`src/rtl/adc_spi_if.sv`:
```
// SPI pin bundle between the ADC receiver controller and the ADC chip model,
// plus the bench-facing sample/config/status signals of the chip model.
interface adc_spi_if #(
    parameter int unsigned DATA_BITS = 12,
    parameter int unsigned CFG_BITS  = 8
);
    logic [DATA_BITS-1:0] sample_data;
    logic                 sck;
    logic                 convst;
    logic                 sdi;
    logic                 sdo;
    logic                 busy;
    logic [CFG_BITS-1:0]  cfg_word;
    logic                 cfg_dv;
    logic                 overrun;
    logic                 abort;

    // Controller/bench side
    modport master (
        output sample_data, sck, convst, sdi,
        input  sdo, busy, cfg_word, cfg_dv, overrun, abort
    );

    // ADC chip side
    modport slave (
        input  sample_data, sck, convst, sdi,
        output sdo, busy, cfg_word, cfg_dv, overrun, abort
    );
endinterface

```
`src/rtl/adc_spi_responder.sv`:
```
// Behavioural SPI ADC chip: oversamples convst/sck/sdi, runs a timed conversion,
// shifts the latched sample out MSB-first on sdo and captures the config word from sdi.
module adc_spi_responder #(
    parameter int unsigned DATA_BITS   = 12,
    parameter int unsigned CFG_BITS    = 8,
    parameter int unsigned CONV_CYCLES = 80,
    parameter int unsigned SYNC_STAGES = 2
) (
    input logic      i_clk,
    input logic      i_rst_n,
    adc_spi_if.slave bus
);
    localparam int unsigned BCW = $clog2(DATA_BITS + 1);
    localparam int unsigned CCW = (CONV_CYCLES > 1) ? $clog2(CONV_CYCLES) : 1;

    localparam logic [BCW-1:0] CFG_CNT   = BCW'(CFG_BITS);
    localparam logic [BCW-1:0] DATA_CNT  = BCW'(DATA_BITS);
    localparam logic [BCW-1:0] LAST_BIT  = BCW'(DATA_BITS - 1);
    localparam logic [CCW-1:0] CONV_LOAD = CCW'(CONV_CYCLES - 1);

    typedef enum logic [1:0] {
        IDLE    = 2'd0,
        CONVERT = 2'd1,
        SHIFT   = 2'd2
    } state_t;

    state_t state, state_nxt;

    logic [SYNC_STAGES-1:0] sck_sync;
    logic [SYNC_STAGES-1:0] convst_sync;
    logic [SYNC_STAGES-1:0] sdi_sync;
    logic                   sck_d;
    logic                   convst_d;

    logic sck_s;
    logic convst_s;
    logic sdi_s;
    logic sck_rise;
    logic sck_fall;
    logic convst_rise;

    logic [DATA_BITS-1:0] tx_sr,    tx_sr_nxt;
    logic [CFG_BITS-1:0]  cfg_sr,   cfg_sr_nxt;
    logic [BCW-1:0]       bit_cnt,  bit_cnt_nxt;
    logic [CCW-1:0]       conv_cnt, conv_cnt_nxt;
    logic                 sdo,      sdo_nxt;
    logic                 busy,     busy_nxt;
    logic [CFG_BITS-1:0]  cfg_word, cfg_word_nxt;
    logic                 dv_pend,  dv_pend_nxt;
    logic                 cfg_dv;
    logic                 overrun,  overrun_nxt;
    logic                 abort,    abort_nxt;
    logic                 start;

    // Synchronisers plus one edge-detect flop per control pin
    always_ff @(posedge i_clk or negedge i_rst_n) begin
        if (!i_rst_n) begin
            sck_sync    <= '0;
            convst_sync <= '0;
            sdi_sync    <= '0;
            sck_d       <= 1'b0;
            convst_d    <= 1'b0;
        end else begin
            sck_sync    <= {sck_sync[SYNC_STAGES-2:0], bus.sck};
            convst_sync <= {convst_sync[SYNC_STAGES-2:0], bus.convst};
            sdi_sync    <= {sdi_sync[SYNC_STAGES-2:0], bus.sdi};
            sck_d       <= sck_s;
            convst_d    <= convst_s;
        end
    end

    assign sck_s       = sck_sync[SYNC_STAGES-1];
    assign convst_s    = convst_sync[SYNC_STAGES-1];
    assign sdi_s       = sdi_sync[SYNC_STAGES-1];
    assign sck_rise    = sck_s & ~sck_d;
    assign sck_fall    = ~sck_s & sck_d;
    assign convst_rise = convst_s & ~convst_d;

    // State and datapath registers
    always_ff @(posedge i_clk or negedge i_rst_n) begin
        if (!i_rst_n) begin
            state    <= IDLE;
            tx_sr    <= '0;
            cfg_sr   <= '0;
            bit_cnt  <= '0;
            conv_cnt <= '0;
            sdo      <= 1'b0;
            busy     <= 1'b0;
            cfg_word <= '0;
            dv_pend  <= 1'b0;
            cfg_dv   <= 1'b0;
            overrun  <= 1'b0;
            abort    <= 1'b0;
        end else begin
            state    <= state_nxt;
            tx_sr    <= tx_sr_nxt;
            cfg_sr   <= cfg_sr_nxt;
            bit_cnt  <= bit_cnt_nxt;
            conv_cnt <= conv_cnt_nxt;
            sdo      <= sdo_nxt;
            busy     <= busy_nxt;
            cfg_word <= cfg_word_nxt;
            dv_pend  <= dv_pend_nxt;
            cfg_dv   <= dv_pend;
            overrun  <= overrun_nxt;
            abort    <= abort_nxt;
        end
    end

    // Next-state and next-output logic; a convst rise always outranks an sck edge
    always_comb begin
        state_nxt    = state;
        tx_sr_nxt    = tx_sr;
        cfg_sr_nxt   = cfg_sr;
        bit_cnt_nxt  = bit_cnt;
        conv_cnt_nxt = conv_cnt;
        sdo_nxt      = sdo;
        busy_nxt     = busy;
        cfg_word_nxt = cfg_word;
        dv_pend_nxt  = 1'b0;
        overrun_nxt  = 1'b0;
        abort_nxt    = 1'b0;
        start        = 1'b0;

        unique case (state)
            IDLE: begin
                sdo_nxt = 1'b0;
                start   = convst_rise;
            end

            CONVERT: begin
                overrun_nxt = convst_rise;
                if (conv_cnt == '0) begin
                    busy_nxt    = 1'b0;
                    sdo_nxt     = tx_sr[DATA_BITS-1];
                    bit_cnt_nxt = '0;
                    state_nxt   = SHIFT;
                end else begin
                    conv_cnt_nxt = conv_cnt - CCW'(1);
                end
            end

            SHIFT: begin
                if (convst_rise) begin
                    abort_nxt = 1'b1;
                    start     = 1'b1;
                end else if (sck_rise) begin
                    if (bit_cnt < CFG_CNT) begin
                        cfg_sr_nxt = CFG_BITS'({cfg_sr, sdi_s});
                    end
                    bit_cnt_nxt = bit_cnt + BCW'(1);
                    // Final rise: publish the word including this edge's bit if it was captured
                    if (bit_cnt == LAST_BIT) begin
                        cfg_word_nxt = cfg_sr_nxt;
                        dv_pend_nxt  = 1'b1;
                        sdo_nxt      = 1'b0;
                        state_nxt    = IDLE;
                    end
                end else if (sck_fall && (bit_cnt < DATA_CNT)) begin
                    tx_sr_nxt = {tx_sr[DATA_BITS-2:0], 1'b0};
                    sdo_nxt   = tx_sr[DATA_BITS-2];
                end
            end

            default: begin
                state_nxt = IDLE;
            end
        endcase

        if (start) begin
            tx_sr_nxt    = bus.sample_data;
            conv_cnt_nxt = CONV_LOAD;
            busy_nxt     = 1'b1;
            sdo_nxt      = 1'b0;
            cfg_sr_nxt   = '0;
            bit_cnt_nxt  = '0;
            state_nxt    = CONVERT;
        end
    end

    assign bus.sdo      = sdo;
    assign bus.busy     = busy;
    assign bus.cfg_word = cfg_word;
    assign bus.cfg_dv   = cfg_dv;
    assign bus.overrun  = overrun;
    assign bus.abort    = abort;
endmodule
```
`src/flat_wrapper.sv`:
```
// flat-port wrapper written by rule: the top's interface ports become plain ports
module adc_spi_responder_flat 
#(
    parameter int unsigned DATA_BITS   = 12,
    parameter int unsigned CFG_BITS    = 8,
    parameter int unsigned CONV_CYCLES = 80,
    parameter int unsigned SYNC_STAGES = 2
)
  (i_clk, i_rst_n, bus_sample_data, bus_sck, bus_convst, bus_sdi, bus_sdo, bus_busy, bus_cfg_word, bus_cfg_dv, bus_overrun, bus_abort);
  adc_spi_if #(.DATA_BITS(DATA_BITS), .CFG_BITS(CFG_BITS)) bus_i ();
  input logic i_clk;
  input logic i_rst_n;
  input wire logic [$bits(bus_i.sample_data)-1:0] bus_sample_data;
  input wire logic [$bits(bus_i.sck)-1:0] bus_sck;
  input wire logic [$bits(bus_i.convst)-1:0] bus_convst;
  input wire logic [$bits(bus_i.sdi)-1:0] bus_sdi;
  output wire logic [$bits(bus_i.sdo)-1:0] bus_sdo;
  output wire logic [$bits(bus_i.busy)-1:0] bus_busy;
  output wire logic [$bits(bus_i.cfg_word)-1:0] bus_cfg_word;
  output wire logic [$bits(bus_i.cfg_dv)-1:0] bus_cfg_dv;
  output wire logic [$bits(bus_i.overrun)-1:0] bus_overrun;
  output wire logic [$bits(bus_i.abort)-1:0] bus_abort;
  assign bus_i.sample_data = bus_sample_data;
  assign bus_i.sck = bus_sck;
  assign bus_i.convst = bus_convst;
  assign bus_i.sdi = bus_sdi;
  assign bus_sdo = bus_i.sdo;
  assign bus_busy = bus_i.busy;
  assign bus_cfg_word = bus_i.cfg_word;
  assign bus_cfg_dv = bus_i.cfg_dv;
  assign bus_overrun = bus_i.overrun;
  assign bus_abort = bus_i.abort;
  adc_spi_responder #(.DATA_BITS(DATA_BITS), .CFG_BITS(CFG_BITS), .CONV_CYCLES(CONV_CYCLES), .SYNC_STAGES(SYNC_STAGES)) u_core (.i_clk(i_clk), .i_rst_n(i_rst_n), .bus(bus_i));
endmodule
```
`config.mk`:
```
export PLATFORM = sky130hd
export DESIGN_NAME = adc_spi_responder_flat
export DESIGN_NICKNAME = d
export VERILOG_FILES = /design/src/rtl/adc_spi_if.sv /design/src/rtl/adc_spi_responder.sv /design/src/flat_wrapper.sv
export SDC_FILE = /design/constraint.sdc
export NUM_CORES = 1
export LEC_CHECK = 0
export BUFFER_PORTS_ARGS = -buffer_cell sky130_fd_sc_hd__buf_2
export CAP_MARGIN = 20
export CORE_UTILIZATION = 61
export DETAILED_ROUTE_END_ITERATION = 16
export HOLD_SLACK_MARGIN = 0.03
export PLACE_DENSITY = 0.82
export SKIP_CTS_REPAIR_TIMING = 1
export SYNTH_ARGS = -nofsm -noshare
export SYNTH_HDL_FRONTEND = slang
export SYNTH_SLANG_ARGS = --single-unit
```
`constraint.sdc`:
```
create_clock -name i_clk -period 7.2 [get_ports i_clk]
set_clock_uncertainty 0.2 [all_clocks]
set_input_delay 0 -clock i_clk [delete_from_list [all_inputs] [get_ports i_clk]]
set_output_delay 0 -clock i_clk [all_outputs]
set_load 0.02 [all_outputs]
```
== Word-level counts from Yosys, hierarchy flattened ==
Index checks and enable logic that the tools add are counted.
Widths: inputs -> output; s select.
Word-level totals
  flip-flop bits (word level): 55
  logic and storage cells: 101
Operators by class
  $add $sub $neg: 2
  order comparisons: 2
  equality and inequality tests: 13
  multiplexer cells: 42
  bitwise gates (word level): 7
  reduce and logical (&&, ||, !) cells: 18
Operators with widths (count)
  $mux 12: 5
  $mux 8: 5
  $mux 7: 3
  $mux 1: 16
  $mux 4: 4
  $reduce_and 4->1: 3
  $mux 2: 5
  $reduce_and 5->1: 2
  $reduce_bool 2->1: 5
  $ne 3x1->1 const B: 3
  $lt 4x4->1 const B: 2
  $pmux 4 s2: 1
  $logic_not 7->1: 1
  $sub 7x1->7 const B: 1
  $pmux 2 s3: 1
  $add 4x1->4 const B: 1
  $eq 4x4->1 const B: 1
  $ne 2x1->1 const B: 2
  $ne 2x2->1 const B: 2
  $ne 4x1->1 const B: 1
  $ne 4x4->1 const B: 1
  $not 1->1: 4
  $reduce_and 2->1: 2
  $reduce_bool 4->1: 1
  10 further kinds: 12

== Depth between registers and ports, before layout ==
Gate-level depths: netlist (run 1).
  word-level depth: 8
  depth in mapped cells: 8
  gate-level depth less buffers: 7

== Worst setup path after synthesis (run 1) ==
OpenSTA, ideal clock, no wires.
  kind: register to register
  from: reg u_core.state[0]
  to: reg u_core.cfg_word[0] (netlist: u_core.bus.cfg_word[0])
  library setup time: 0.125 ns
  data arrival time: 1.978 ns
  data required time: 6.875 ns
  setup slack: 4.897 ns
  cell stages (with the launch flop): 8
  period minus slack after synthesis: 2.303 ns
  cell sequence: dfrtp_1 inv_1 ha_1 clkbuf_1 nand2_1 or3_1 clkbuf_1 mux2_2
Between the ends
  word-level cells in the longest chain between the ends: 2
RTL lines
  start: declaration: line adc_spi_responder.sv:27  | state_t state, state_nxt;
  start signal: assignment: line adc_spi_responder.sv:95  | state <= state_nxt;
  $eq 2x2->1: line adc_spi_responder.sv:125  | unique case (state)
  $reduce_and 4->1 (no line)
  end signal: assignment: line adc_spi_responder.sv:102  | cfg_word <= cfg_word_nxt;
  end: declaration: line adc_spi_responder.sv:48  | logic [CFG_BITS-1:0] cfg_word, cfg_word_nxt;
No other way between the ends.
A chain may end at the register's enable or synchronous reset.

== Final worst setup path (run 1) ==
  from: reg u_core.state[0]
  to: reg u_core.cfg_sr[1]
Between the ends
  word-level cells in the longest chain between the ends: 4
RTL lines
  $eq 2x2->1 / $logic_not 2->1 (equally long branches): line adc_spi_responder.sv:125
  $pmux 1 s2: line adc_spi_responder.sv:125
  $ne 2x2->1 (no line) / $reduce_bool 2->1 (equally long branches)
  $reduce_and 3->1 (no line)
  end signal: assignment: line adc_spi_responder.sv:97  | cfg_sr <= cfg_sr_nxt;
  end: declaration: line adc_spi_responder.sv:43  | logic [CFG_BITS-1:0] cfg_sr, cfg_sr_nxt;
Parallel ways exist; a longest one is shown, timed or not.

==> impl_results.md, run 1 <==
* Outcome: complete, no violations
* Maxcap violations at 0
* Fin. max-slew vios at 0
* Die area at 0.004354 mm^2
* Synth area leaders: dfrtp_1 (55%), nand2_1 (5.0%), ha_1 (4.5%)
* Worst-path clk slew at 0.10 ns
* Antenna-violating nets left at 0
* Final Util at 78.33%
* Pin count of the biggest net entering global routing at 56
* Share of cells above drive strength 1 at 19.43%
* Core area at 0.003799 mm^2
* CTS tree: yes
* XOR/XNOR Fraction of Synth Area at 0%
* Peak VDD IR at 0.1991 mV
* Synthesized instance count at 234
* Lkg Pwr at 1.443 nW
* R2R Setup Slk at 4.48 ns
* Cts bufs inserted at 5
* Multiplexer share of the synthesized area at 6.112%
* Number of global-route vias before repair at 1781
* Initial core utilization at 65.74%
* Worst-path fanout max at 15
* IO Pins at 30
* Cell Pwr Density at 328.6 mW/mm^2
* Worst setup EP type: flop
* Final Critical Period at 2.719 ns
* Die Y at 65.99 um
* WP data arrival at 2.73 ns
* GR Util All Layers at 25.14%
* Drt pass-1 iters at 4
* Worst EP required at 7.21 ns
* DR DRC count at 0
* Hold Fails Final Rpt at 0
* Worst-Skew Late Latency at 0.31 ns
* Warning count from the yosys run at 0
* Clk Tree Root Cell: clkbuf_8
* Netlist cell types at 39
* Synth top area share at 55.11%
* CTS Sinks at 55
* Routed len/inst at 14.95 um
* Most common cell after layout, fill and taps aside: dfrtp_1
* Worst Tran Pin Value at 0.9742 ns
* Max_slew headroom at 34.82%
* Post-route design area at 0.002975 mm^2
* Setup crit start kind: flop
* PortBufs at 29
* Setup ws final at 4.481 ns
* Initial antenna violation count at 0
* Register bit total from synthesis at 55
* Adder-cell share of the synthesized area at 4.509%
* Global-route wire length before repair at 8.155 mm
* Worst min path class: in -> async
* Dominant cell type by area after synthesis: dfrtp_1
* Largest family of logic cells by synthesized area: simple AND/OR/NAND/NOR gates
* Area after DPL at 0.002699 mm^2
* DP Worst Slack at 4.460 ns
* Placed wire-length estimate at 3.274 mm
* Drt via density at 5.864
* Overflow after GRT at 0
* Area Growth Syn to Fin at 19.14%
* CTS H-Tree Depth at 2
* Final nets at 308
* DIE WIDTH at 65.99 um
* Placer Congestion at 0.8771
* RSZ-0062 raised after global routing: false
* Post-synthesis sequential area ratio at 55.11%
* Drt total wl at 4.949 mm
* Via count at 1941
* Clock Path Buffers at 2
* Simple-Gate Fraction of Synth Area at 16.68%
* Setup TNS Final at 0 ns
* Syn_nets at 260
* Synth Cell Area at 0.002497 mm^2
* Setup violators final at 0
* Period Utilization, post-route at 37.77%
* Critical path type: reg -> reg
* Leading cell types in the layout, fill and taps excluded: dfrtp_1 (55), nand2_1 (33), buf_2 (29), nor2_1 (22), dlygate4sd3_1 (16)
* Syn_area_per_cell at 10.67 um^2
* Final antenna diode count at 0
* Rows at 22
* Complex-gate fraction of the synthesized area at 15.48%
* Hold_ws at 0.1266 ns
* Max Fclk at 367.8 MHz
* DR iter-0 viols at 157
kinds of logic after synthesis:
kind of cell               after synthesis
and+or+nand+nor                         83
AOI/OAI and AO/OA                       59
DFF                                     55
buffers and inverters                   14
muxes                                   14
adders and majority gates                9
layer usage:
layer	vias to the layer above	routed length (um)	GRT usage (%)
li1	929	-	-
met1	949	2316	33.80
met2	56	2361	39.54
met3	7	207	6.379
met4	0	63	9.043
met5	-	0	0
layout make-up:
cell class	instances	area, um^2
clock buffer	5	68.82
clock inverter	3	47.55
fill	247	823.3
inverter	7	26.28
multi-input combinational	165	1069
sequential	55	1376
tap	48	60.06
timing repair buffer	48	327.8
worst max-delay path, cell delays in order (launching register included):
cell	delay, ns
dfrtp_1	0.42
inv_1	0.19
ha_1	0.38
nor2_1	0.09
nor2_1	0.74
nor3_1	0.27
a22o_1	0.31
power by group:
group / internal (mW) / switching (mW) / leakage, nW
Combinational: 0.134 / 0.190 / 0.702
Sequential: 0.384 / 0.0616 / 0.683
Clock: 0.105 / 0.104 / 0.0587
metrics by stage:
| stage | cells | power [mW] |
|---|---|---|
| 4_1_cts | 315 | 0.9686 |
| 6_report | 331 | 0.9778 |
| 5_1_grt | 331 | 1.048 |
| 3_5_place_dp | 307 | 0.7618 |
| 2_1_floorplan | 234 | 0.6758 |
| 3_3_place_gp | 307 | 0.7458 |
final timing paths:
| check | from | depth (start not counted) | end |
|---|---|---|---|
| worst max-delay path | u_core.state[0] | 6 | u_core.cfg_sr[1] |
| worst min-delay path | i_rst_n | 3 | u_core.conv_cnt[1] |
| worst max register to register | u_core.state[0] | 6 | u_core.cfg_sr[1] |
| worst min register to register | u_core.dv_pend | 0 | u_core.bus.cfg_dv |
| max in group asynchronous | i_rst_n | 3 | u_core.bus.abort |
| min in group i_clk | bus_convst | 2 | u_core.convst_sync[0] |
state kept, by name, indices dropped and copies added, names as in the netlist:
register,cells
u_core.bit_cnt,4
u_core.cfg_sr,8
u_core.convst_d,1
u_core.bus.overrun,1
u_core.bus.cfg_dv,1
u_core.sdi_sync,2
u_core.sck_sync,2
u_core.bus.cfg_word,8
u_core.sck_d,1
u_core.bus.abort,1
u_core.dv_pend,1
u_core.bus.sdo,1
u_core.state,2
u_core.bus.busy,1
u_core.tx_sr,12
u_core.convst_sync,2
u_core.conv_cnt,7
synth_stat cells, drive strengths merged:
cell type	count
o21ai	17
a21boi	1
a31oi	12
clkbuf	7
and4	1
a32o	2
o221ai	1
nand3b	2
o211ai	2
a211oi	1
inv	7
and3	2
nor3	5
nor2b	1
mux2	10
nand3	4
or4b	2
a22o	8
nand2b	2
nor4b	2
nand4	1
o22a	1
and3b	1
a32oi	1
mux2i	4
ha	9
or3	2
a21oi	10
a31o	1
nand2	33
and2	2
nor2	23
dfrtp	55
a21o	2
Power figures use the tool's default switching activity.
==> inputs of run 2 (changes only) <==
- CORE_UTILIZATION: 61 -> 57
- PLACE_DENSITY: 0.82 -> 0.77
- clock period: 7.2 -> 2.81 ns (I/O delays scaled with it)
==> run 2 against run 1 <==
  * Via count is 0.98% lower
  * Hold slack hardly changed
  * Fmax is 9.4% higher
  * Clock-buffer cell count stayed put
  * Sequential cell count stayed put
  * Critical endpoint is now u_core.bus.sdo
  * Largest cell class unchanged
  * Largest power group unchanged
==> impl_results.md, run 2 (synthesis results as in run 1) <==
* Outcome: complete, no violations
* Final Critical Period at 2.486 ns (-0.2332 ns)
* Peak VDD IR at 0.5491 mV (+180%)
* Die area at 0.004650 mm^2 (+6.8%)
* Worst-path clk slew at 0.10 ns (about the same)
* WP buf/inv at 1 (unchanged)
* Worst Reg-to-Reg Cells at 7 (+1)
* Critical Path Max Stage Delay at 0.43 ns (-0.31 ns)
* M3 GR Usage at 5.667% (-0.71 points)
* Min-Delay Path Depth at 2
* Critical path type: reg -> reg
* GR Util All Layers at 22.57% (-2.6 points)
* Period Utilization, post-route at 88.47% (+51 points)
* Busiest layer in global routing: met1
* Largest register FFs at 12 (unchanged)
* Placed wire-length estimate at 3.279 mm (+0.15%)
* Max Fclk at 402.3 MHz (+9.4%)
* Worst min path class: in -> reg
* Final Power at 2.418 mW (+150%)
* Routed len/inst at 14.24 um (-4.8%)
* Fin. max-slew vios at 0 (unchanged)
* Slowest cell on crit path: dfrtp_1
* Largest Register: u_core.tx_sr
* Placer Congestion at 0.8428 (-3.9%)
* Drt total wl at 4.798 mm (-3.1%)
* Via count at 1922 (-0.98%)
* Most common cell after layout, fill and taps aside: dfrtp_1
* Number of global-route vias before repair at 1713 (-3.8%)
* Setup TNS Final at 0 ns (unchanged)
* Setup violators final at 0 (unchanged)
* Final antenna diode count at 0 (unchanged)
* Setup crit start kind: flop
* Die Y at 68.19 um (+3.3%)
* Clock Path Buffers at 2 (unchanged)
* Lkg Pwr at 1.455 nW (+0.77%)
* Pin count of the biggest net entering global routing at 46 (-18%)
* Worst-Skew Late Latency at 0.31 ns (about the same)
* CTS Sinks at 55 (unchanged)
* WHS Endpoint: u_core.convst_sync[0]
* Worst Hold Launch: bus_convst
* Core area at 0.004115 mm^2 (+8.3%)
* Maxcap violations at 0 (unchanged)
* Max_slew headroom at 35.59% (+0.78 points)
* Met2 Usage GRT at 33.09% (-6.5 points)
* Reg-to-Reg End: u_core.bus.sdo
* DR DRC count at 0 (unchanged)
* DIE WIDTH at 68.19 um (+3.3%)
* CTS tree: yes
* Drt pass-1 iters at 4 (unchanged)
* WP data arrival at 2.48 ns (-0.25 ns)
* Hold Fails Final Rpt at 0 (unchanged)
* Met1 Resource Use GR at 33.52% (-0.28 points)
* Reg-to-reg critical path startpoint: u_core.state[0]
* Share of cells above drive strength 1 at 20.56% (+1.1 points)
* Cell Pwr Density at 810.7 mW/mm^2 (+150%)
* Rows at 23 (+4.5%)
* Worst EP required at 2.81 ns (-4.40 ns)
* R2R Setup Slk at 0.32 ns (-4.16 ns)
* Crit-path cells: inv_1 > ha_1 > nor2_1 > o21ai_0 > o21ai_1 > nor4b_2 > mux2_2
* Initial antenna violation count at 0 (unchanged)
* Top Registers: u_core.tx_sr (12), u_core.bus.cfg_word (8), u_core.cfg_sr (8)
* PortBufs at 29 (unchanged)
* Worst Tran Pin Value at 0.9661 ns (-0.008030 ns)
* Area Growth Syn to Fin at 19.44%
* Cts bufs inserted at 5 (unchanged)
* Initial core utilization at 60.69% (-5.1 points)
* Clk Tree Root Cell: clkbuf_8
* Delay-heaviest family, CP: compound AO/OA/AOI/OAI gates
* Overflow after GRT at 0 (unchanged)
* Antenna-violating nets left at 0 (unchanged)
* Worst-path fanout max at 11 (-4)
* Global-route wire length before repair at 7.728 mm (-5.2%)
* CTS H-Tree Depth at 2 (unchanged)
* Leading cell types in the layout, fill and taps excluded: dfrtp_1 (55), nand2_1 (33), buf_2 (29), nor2_1 (22), dlygate4sd3_1 (16)
* DR iter-0 viols at 153 (-2.5%)
* Drt via density at 5.703 (-2.7%)
* Final nets at 312 (+1.3%)
* IO Pins at 30 (unchanged)
* RSZ-0062 raised after global routing: false
* Worst setup EP type: flop
-- run 2: cell count changes in the layout (fill, tap and decap cells not counted), sizes merged --
cell / before / now
buf: 32 / 36
bufinv: 1 / 0
inv: 8 / 9
-- run 2: report_power, final --
group	switching, mW	internal (mW)	total [mW]
Clock	0.259	0.181	0.440
Combinational	0.480	0.358	0.839
Sequential	0.156	0.984	1.14
Total	0.895	1.52	2.42
-- run 2: worst register-to-register path, stage by stage (launching register included) --
cell     delay, ns
dfrtp_1       0.43
inv_1         0.20
ha_1          0.39
nor2_1        0.10
o21ai_0       0.28
o21ai_1       0.16
nor4b_2       0.26
mux2_2        0.36
-- run 2: metrics by stage --
stage                     hold WS [ns]  cells  util [%]  cell area, um^2  worst slack [ns]
after floorplan                -0.4956    234         -             2497            0.5071
after global placement        -0.09264    313     66.37             2731            0.4566
after CTS                      -0.4171    321     68.59             2823            0.3566
after global routing            0.1253    337     72.48             2983            0.1500
after detailed placement      -0.08970    313     66.37             2731            0.3689
final                           0.1263    337     72.48             2983            0.3240
-- run 2: routing by layer --
metal / vias up / wire (um)
li1: 939 / -
met2: 50 / 2142
met3: 4 / 220
met4: 0 / 41
met5: - / 0
met1: 929 / 2394
-- run 2: cell type report --
cell class                 instances  area, um^2
inverter                           7       26.28
timing repair buffer              52       357.8
multi-input combinational        165        1069
tap                               50       62.56
sequential                        55        1376
clock buffer                       5       68.82
clock inverter                     3       22.52
fill                             306        1132
-- run 2: worst max-delay path by stage --
stage / end / cells after the start / slack (ns) / from
floorplan: u_core.bus.cfg_word[0] / 7 / 0.51 / u_core.state[0]
finish: u_core.bus.sdo / 7 / 0.32 / u_core.state[0]
CTS: u_core.bus.sdo / 7 / 0.36 / u_core.state[0]
global route: u_core.bus.sdo / 7 / 0.15 / u_core.state[0]
global placement: u_core.bus.sdo / 7 / 0.46 / u_core.state[0]
detailed placement: u_core.state[1] / 7 / 0.37 / u_core.state[0]
==> inputs of run 3 (changes only) <==
- CORE_MARGIN: not set -> 1.5
==> run 3 against run 2 <==
  * Via count grew 0.52%
  * Fmax decreased by 1.8%
  * Setup slack got worse by 0.047 ns
  * Largest power group unchanged
  * Hold slack lost 0.12 ns
  * Non-clock buffer count is 1 lower
  * Clock power is 3% higher
  * Critical path type unchanged
==> impl_results.md, run 3 (synthesis results as in run 1) <==
* Outcome: complete, no violations
* Initial core utilization at 60.69% (unchanged)
* Final Critical Period at 2.533 ns (+0.04677 ns)
* Setup TNS Final at 0 ns (unchanged)
* Final antenna diode count at 0 (unchanged)
* Worst Tran Pin Value at 0.5848 ns (-0.3813 ns)
* Fin. max-slew vios at 0 (unchanged)
* Setup violators final at 0 (unchanged)
* Overflow after GRT at 0 (unchanged)
* IO Pins at 30 (unchanged)
* Cell Pwr Density at 814.6 mW/mm^2 (+0.48%)
* RSZ-0062 raised after global routing: false
* Peak VDD IR at 0.5688 mV (+3.6%)
* PortBufs at 29 (unchanged)
* Final nets at 311 (-0.32%)
* Die area at 0.004787 mm^2 (+3.0%)
* Hold Fails Final Rpt at 0 (unchanged)
* GR Util All Layers at 20.92% (-1.6 points)
* Die Y at 69.19 um (+1.5%)
* Largest Register: u_core.tx_sr
* Drt total wl at 4.861 mm (+1.3%)
* Leading cell types in the layout, fill and taps excluded: dfrtp_1 (55), nand2_1 (33), buf_2 (29), nor2_1 (22), dlygate4sd3_1 (16)
* Core area at 0.004115 mm^2 (unchanged)
* Area after DPL at 0.002724 mm^2 (-0.27%)
* Global-route wire length before repair at 8.238 mm (+6.6%)
* Placed wire-length estimate at 3.334 mm (+1.7%)
* Reg-to-reg critical path startpoint: u_core.state[0]
* Max Fclk at 394.8 MHz (-1.8%)
* CTS H-Tree Depth at 2 (unchanged)
* DR DRC count at 0 (unchanged)
* Lkg Pwr at 1.447 nW (-0.54%)
* DR WL met3 at 133 um (-40%)
* Rows at 23 (unchanged)
* Pin count of the biggest net entering global routing at 29 (-37%)
* Cells after DPL at 312 (-0.32%)
* Drt pass-1 iters at 4 (unchanged)
* Worst-path clk slew at 0.10 ns (about the same)
* Hold_ws at 0.01115 ns (-0.1151 ns)
* Routed len/inst at 14.47 um (+1.6%)
* Largest register FFs at 12 (unchanged)
* Period Utilization, post-route at 90.13% (+1.7 points)
* Top Registers: u_core.tx_sr (12), u_core.bus.cfg_word (8), u_core.cfg_sr (8)
* Area Growth Syn to Fin at 19.34% (about the same)
* Drt via density at 5.750 (+0.82%)
* Most common cell after layout, fill and taps aside: dfrtp_1
* R2R Setup Slk at 0.28 ns (-0.05 ns)
* CTS Sinks at 55 (unchanged)
* Antenna-violating nets left at 0 (unchanged)
* Reg-to-Reg End: u_core.bus.sdo
* Critical path type: reg -> reg
* Via count at 1932 (+0.52%)
* DIE WIDTH at 69.19 um (+1.5%)
* Maxcap violations at 0 (unchanged)
* Placer Congestion at 0.8247 (-2.1%)
* Share of cells above drive strength 1 at 20.28% (-0.28 points)
* Post-route design area at 0.002980 mm^2 (about the same)
* CTS tree: yes
* Final Power at 2.428 mW (+0.39%)
* WP data arrival at 2.53 ns (+0.05 ns)
* Worst setup EP type: flop
* Worst-path fanout max at 11 (unchanged)
* Worst min path class: in -> async
* Routed wl met2 at 2.348 mm (+9.6%)
* Clock Path Buffers at 2 (unchanged)
* Cts bufs inserted at 5 (unchanged)
* Filler-free cell count of the finished design at 336 (-0.30%)
* Setup crit start kind: flop
* Worst-Skew Late Latency at 0.31 ns (about the same)
* Initial antenna violation count at 0 (unchanged)
* Top Layer Used: met4
* Worst Reg-to-Reg Cells at 7 (unchanged)
* Worst EP required at 2.81 ns (about the same)
* DR iter-0 viols at 125 (-18%)
* Clk Tree Root Cell: clkbuf_8
* Number of global-route vias before repair at 1801 (+5.1%)
* Max_slew headroom at 61.01% (+25 points)
* Met1 WL at 2.322 mm (-3.0%)
==> run 3: worst max path at each step <==
stage | startpoint | endpoint | cells after the start
2_1_floorplan | u_core.state[0] | u_core.bus.cfg_word[0] | 7
3_3_place_gp | u_core.state[0] | u_core.bus.sdo | 7
3_5_place_dp | u_core.state[0] | u_core.bus.cfg_word[7] | 5
4_1_cts | u_core.state[0] | u_core.bus.sdo | 7
5_1_grt | u_core.state[0] | u_core.bus.sdo | 7
6_report | u_core.state[0] | u_core.bus.sdo | 7
==> run 3: worst max-delay path: stages, from the launching register on <==
cell	delay (ns)
dfrtp_1	0.42
inv_1	0.21
ha_1	0.39
nor2_1	0.09
o21ai_0	0.29
o21ai_1	0.17
nor4b_2	0.28
mux2_2	0.36
==> run 3: area by class of cell <==
cell class,instances,area (um^2)
Clock buffer,5,68.82
Clock inverter,3,27.53
Sequential cell,55,1376
Inverter,7,26.28
Tap cell,50,62.56
Multi-Input combinational cell,165,1069
Fill cell,297,1135
Timing Repair Buffer,51,350.3
==> run 3: power by group <==
part           total (mW)  switching [mW]  internal, mW
registers            1.14           0.155         0.983
clock network       0.452           0.269         0.183
logic               0.836           0.482         0.354
total                2.43           0.907          1.52
==> run 3: routing by layer <==
| metal | global-route usage [%] | vias to the layer above |
|---|---|---|
| met1 | 29.56 | 946 |
| met2 | 33.23 | 36 |
| met3 | 4.215 | 9 |
| li1 | - | 941 |
| met5 | 0 | - |
| met4 | 5.664 | 0 |
==> run 3: stage by stage <==
| stage | util [%] | worst slack, ns |
|---|---|---|
| CTS | 68.53 | 0.3234 |
| global placement | 66.19 | 0.4666 |
| floorplan | - | 0.5071 |
| global route | 72.42 | 0.09829 |
| finish | 72.42 | 0.2772 |
| detailed placement | 66.19 | 0.3728 |
